--- config.mk ---
export PLATFORM = sky130hd
export DESIGN_NAME = rr_handshake_arbiter4
export DESIGN_NICKNAME = d
export VERILOG_FILES = /design/src/rtl/rr_handshake_arbiter4.sv
export SDC_FILE = /design/constraint.sdc
export NUM_CORES = 1
export LEC_CHECK = 0
export CAP_MARGIN = 20
export CORE_MARGIN = 2
export CORE_UTILIZATION = 42
export DETAILED_ROUTE_END_ITERATION = 10
export PLACE_DENSITY = 0.87
export SLEW_MARGIN = 20
export SYNTH_ARGS = -nofsm -noshare
export SYNTH_HDL_FRONTEND = slang
export SYNTH_SLANG_ARGS = --single-unit
--- constraint.sdc ---
create_clock -name clk_i -period 3.3 [get_ports clk_i]
set_input_delay 0.66 -clock clk_i [delete_from_list [all_inputs] [get_ports clk_i]]
set_output_delay 0.66 -clock clk_i [all_outputs]
set_load 0.02 [all_outputs]
--- src/rtl/rr_handshake_arbiter4.sv ---
// rtl/rr_handshake_arbiter4.sv - four-input round-robin arbiter with 4-phase handshakes on every port
module rr_handshake_arbiter4 #(
    parameter int N           = 32,
    parameter int SYNC_STAGES = 2
) (
    input  logic         clk_i,
    input  logic         rst_ni,
    input  logic         in_a_req_i,
    input  logic         in_b_req_i,
    input  logic         in_c_req_i,
    input  logic         in_d_req_i,
    input  logic [N-1:0] in_a_data_i,
    input  logic [N-1:0] in_b_data_i,
    input  logic [N-1:0] in_c_data_i,
    input  logic [N-1:0] in_d_data_i,
    output logic         in_a_ack_o,
    output logic         in_b_ack_o,
    output logic         in_c_ack_o,
    output logic         in_d_ack_o,
    output logic         out_req_o,
    output logic [N-1:0] out_data_o,
    input  logic         out_ack_i,
    output logic [1:0]   grant_o,
    output logic         busy_o
);

    typedef enum logic [1:0] {IDLE, OUT_REQ, OUT_RTZ, IN_ACK} state_t;

    state_t         state_q;
    logic [3:0]     ack_q;
    logic           out_req_q;
    logic [N-1:0]   out_data_q;
    logic [1:0]     grant_q;

    logic [4:0]     raw_in;
    logic [4:0]     sync_s;
    logic [3:0]     req_s;
    logic           out_ack_s;
    logic [N-1:0]   in_data [4];

    logic           pick_valid_d;
    logic [1:0]     pick_idx_d;
    logic [1:0]     cand;

    assign raw_in = {out_ack_i, in_d_req_i, in_c_req_i, in_b_req_i, in_a_req_i};

    generate
        if (SYNC_STAGES == 0) begin : g_nosync
            assign sync_s = raw_in;
        end else begin : g_sync
            logic [SYNC_STAGES-1:0][4:0] sync_q;
            always_ff @(posedge clk_i or negedge rst_ni) begin
                if (!rst_ni) begin
                    sync_q <= '0;
                end else begin
                    sync_q[0] <= raw_in;
                    for (int i = 1; i < SYNC_STAGES; i++) begin
                        sync_q[i] <= sync_q[i-1];
                    end
                end
            end
            assign sync_s = sync_q[SYNC_STAGES-1];
        end
    endgenerate

    assign req_s     = sync_s[3:0];
    assign out_ack_s = sync_s[4];

    assign in_data[0] = in_a_data_i;
    assign in_data[1] = in_b_data_i;
    assign in_data[2] = in_c_data_i;
    assign in_data[3] = in_d_data_i;

    // grant_q doubles as the round-robin pointer: search starts just after the last winner
    always_comb begin
        pick_valid_d = 1'b0;
        pick_idx_d   = grant_q;
        cand         = '0;
        for (int i = 1; i <= 4; i++) begin
            cand = grant_q + 2'(i);
            if (!pick_valid_d && req_s[cand]) begin
                pick_valid_d = 1'b1;
                pick_idx_d   = cand;
            end
        end
    end

    always_ff @(posedge clk_i or negedge rst_ni) begin
        if (!rst_ni) begin
            state_q    <= IDLE;
            ack_q      <= '0;
            out_req_q  <= 1'b0;
            out_data_q <= '0;
            grant_q    <= 2'd3;
        end else begin
            case (state_q)
                IDLE: begin
                    if (pick_valid_d) begin
                        out_data_q <= in_data[pick_idx_d];
                        grant_q    <= pick_idx_d;
                        out_req_q  <= 1'b1;
                        state_q    <= OUT_REQ;
                    end
                end
                OUT_REQ: begin
                    if (out_ack_s) begin
                        out_req_q <= 1'b0;
                        state_q   <= OUT_RTZ;
                    end
                end
                OUT_RTZ: begin
                    if (!out_ack_s) begin
                        ack_q[grant_q] <= 1'b1;
                        state_q        <= IN_ACK;
                    end
                end
                IN_ACK: begin
                    if (!req_s[grant_q]) begin
                        ack_q[grant_q] <= 1'b0;
                        state_q        <= IDLE;
                    end
                end
                default: state_q <= IDLE;
            endcase
        end
    end

    assign in_a_ack_o = ack_q[0];
    assign in_b_ack_o = ack_q[1];
    assign in_c_ack_o = ack_q[2];
    assign in_d_ack_o = ack_q[3];
    assign out_req_o  = out_req_q;
    assign out_data_o = out_data_q;
    assign grant_o    = grant_q;
    assign busy_o     = (state_q != IDLE);

endmodule

==> results of run 1 <==
power by group through the flow:
stage | clock (W) | sequential, W | combinational [W]
2_1_floorplan | 0 | 0.00131 | 0.00337
3_3_place_gp | 0 | 0.00108 | 0.00503
3_5_place_dp | 0 | 0.00108 | 0.00511
4_1_cts | 0.000620 | 0.00107 | 0.00512
5_1_grt | 0.000641 | 0.00111 | 0.00564
6_report | 0.000617 | 0.00108 | 0.00518
logic make-up after synthesis:
kind of cell,after synthesis
and+or+nand+nor,281
AOI/OAI and AO/OA,233
buffers and inverters,79
DFF,51
muxes,15
adders and majority gates,9
xor gates and xnor gates,1
registers in the layout, summed over array words and instances (netlist names), named ones only:
signal,cells
out_data_o,32
g_sync.sync_q,5
sync_s,5
grant_o,2
state_q,2
out_req_o,1
layout by cell type, fill, tap and decap left out, types with 2 or more instances in the layout:
cell type and count:
a211o_1 2, a211oi_1 62, a21oi_1 34, a22oi_1 32
a311oi_1 31, buf_12 2, buf_4 23, clkbuf_16 5
clkdlybuf4s50_1 173, dfrtp_1 49, ha_1 9, inv_1 8
mux2_2 3, mux2i_1 8, mux4_2 4, nand2_1 261
nand3_1 2, nor2_1 3, nor3_1 2, o211ai_1 11
o211ai_2 20, o21ai_0 2, o21ai_1 12, o21ai_2 20
critical path, cell delays in order, from the launching register on:
cell,delay [ns]
dfstp_4,0.64
buf_4,0.33
mux4_2,0.62
nor2b_4,0.28
buf_4,0.43
a211oi_1,0.08
a311oi_1,0.31
o211ai_2,0.11
area by class of cell:
cell class | instances | area (µm²)
clock inverters | 3 | 46.3
inverters | 9 | 36.3
fillers | 990 | 4500
repair buffers | 199 | 1950
multi-input cells | 539 | 3250
well taps | 143 | 179
clock buffers | 5 | 125
flip-flops and latches | 51 | 1280
routing by layer:
metal,up-vias,wire [µm],GRT usage [%]
li1,2680,-,-
met1,2586,6810,34.6
met2,300,7650,41.3
met3,29,1400,4.25
met4,0,274,7.08
met5,-,0,0
stage by stage:
step / setup WS [ns] / std cells / utilization (%) / hold WS (ns) / total power [W]
floorplan: 0.0379 / 669 / - / 0.331 / 0.00468
global placement: 0.459 / 941 / 58.9 / 0.333 / 0.00611
detailed placement: 0.387 / 941 / 58.9 / 0.336 / 0.00619
CTS: 0.374 / 949 / 60.4 / 0.353 / 0.00681
global route: 0.194 / 949 / 60.4 / 0.362 / 0.00739
finish: 0.352 / 949 / 60.4 / 0.350 / 0.00687
worst paths after layout:
check	start	endpoint	slack, ns	cells after the start
min reg2reg	g_sync.sync_q[4]$_DFF_PN0_	sync_s[4]$_DFF_PN0_	0.35	0
min in group asynchronous	rst_ni	g_sync.sync_q[4]$_DFF_PN0_	0.39	1
max in group asynchronous	rst_ni	out_data_o[23]$_DFFE_PN0P_	2.21	2
max reg2reg	grant_o[0]$_DFFE_PN1P_	out_data_o[6]$_DFFE_PN0P_	0.35	7
max	grant_o[0]$_DFFE_PN1P_	out_data_o[6]$_DFFE_PN0P_	0.35	7
min	g_sync.sync_q[4]$_DFF_PN0_	sync_s[4]$_DFF_PN0_	0.35	0
==> results.sh, run 1 <==
export IMPL_seqPwrFrac_pct=15.7
export IMPL_cts_tree="yes"
export IMPL_vias_per_cell=5.90
export IMPL_setup_tns_ns=0
export IMPL_antennaDiodeCount=0
export IMPL_slew_headroom_pct=55.6
export IMPL_outcome="complete, no violations"
export IMPL_p_leak_nw=2.79
export IMPL_cts_buffers=5
export IMPL_ctsResizeCount=0
export IMPL_worst_pin_slew_ns=0.665
export IMPL_setup_violations=0
export IMPL_hold_viol=0
export IMPL_cts_sinks=51
export IMPL_core_area_um2=11400
export IMPL_rsz0062_at_grt="false"
export IMPL_grt_pass1_wl_um=26300
export IMPL_initial_utilization_pct=42.7
export IMPL_design_area_um2=6870
export IMPL_wl_per_cell_um=17.0
export IMPL_drc=0
export IMPL_dieArea_um2=12400
export IMPL_synthTopCellsByArea="dfrtp_1 (25%), nand2_1 (20%), a211oi_1 (9.6%)"
export IMPL_grt_max_degree=69
export IMPL_endpoint_kind="flop"
export IMPL_gp_congestion=0.832
export IMPL_firstDrtPassIters=6
export IMPL_synth_seq_cells=51
export IMPL_pwr_share_comb_pct=75.4
export IMPL_synth_edf_count=0
export IMPL_track_usage_pct=25.2
export IMPL_cts_setup_buffers=0
export IMPL_fmax_mhz=339
export IMPL_cts_buffer_depth=2
export IMPL_dp_hpwl_um=10900
export IMPL_syn_inst=669
export IMPL_cp_max_fo=35
export IMPL_drive_above_1_share_pct=11.3
export IMPL_power_internal_w=0.00327
export IMPL_hp_class="reg2reg"
export IMPL_synth_simple_gate_area_share_pct=22.5
export IMPL_ys_seq_area_share_pct=26.3
export IMPL_pwr_density_cell_nw_per_um2=1000
export IMPL_netlist_area_leader_share_pct=25.2
export IMPL_placed_cell_area_um2=6700
export IMPL_syn_mean_instance_area_um2=7.26
export IMPL_synth_xor_area_share_pct=0.180
export IMPL_irDropWorstVdd_uv=719
export IMPL_yosysMostFrequentCell="nand2_1"
export IMPL_synth_cell_types=43
export IMPL_synth_nets=813
export IMPL_cts_htree_levels=2
export IMPL_clock_power_share_pct=9.0
export IMPL_max_cap_violations=0
export IMPL_critPathArrivalTime_ns=3.12
export IMPL_io_pins=175
export IMPL_synthMuxAreaShare_pct=4.20
export IMPL_cts_hold_buf=0
export IMPL_port_buffers=174
export IMPL_fin_crit_sh_pct=89.3
export IMPL_die_h_um=112
export IMPL_grt_pass1_vias=5246
export IMPL_synth_compound_area_share_pct=37.4
export IMPL_synth_top_family_by_area="compound AO/OA/AOI/OAI gates"
export IMPL_p_sw_w=0.00360
export IMPL_synth_flop_cell="dfrtp_1"
export IMPL_synth_adder_area_share_pct=2.32
export IMPL_crit_type="reg2reg"
export IMPL_syn_to_final_growth_pct=41.4
export IMPL_yosysWarnings=0
export IMPL_clock_root_buffer="clkbuf_16"
export IMPL_nets=949
export IMPL_path_clk_slew_ns=0.08
export IMPL_vias=5595
export IMPL_clock_skew_ns=0.00670
export IMPL_core_rowCount=39
export IMPL_clk_latency_ns=0.29
export IMPL_fp_dieW_um=112
export IMPL_netlist_area_um2=4860
export IMPL_ys_async_sr_fraction_pct=100
export IMPL_synth_top_area_cell="dfrtp_1"
export IMPL_period_needed_ns=2.95
export IMPL_drt_initial_drc_count=619
export IMPL_swShare_pct=52.4
export IMPL_startpoint_type="flop"
export IMPL_required_ns=3.47
export IMPL_antenna_found_initial=0
export IMPL_grt_overflow=0
export IMPL_synth_common_cells="nand2_1 (262), a211oi_1 (62), dfrtp_1 (49)"
export IMPL_wl_um=16100
export IMPL_postRouteAntennaNets=0
export IMPL_slew_viol_final=0
Power figures use the tool's default switching activity.
==> run 2, diff against run 1 <==
--- a/config.mk
+++ b/config.mk
@@ -10,7 +10,6 @@
 export CORE_UTILIZATION = 42
 export DETAILED_ROUTE_END_ITERATION = 10
 export PLACE_DENSITY = 0.87
-export SLEW_MARGIN = 20
 export SYNTH_ARGS = -nofsm -noshare
 export SYNTH_HDL_FRONTEND = slang
 export SYNTH_SLANG_ARGS = --single-unit
==> results of run 2 <==
The final DEF is identical to that of run 1; final timing and power are the same.
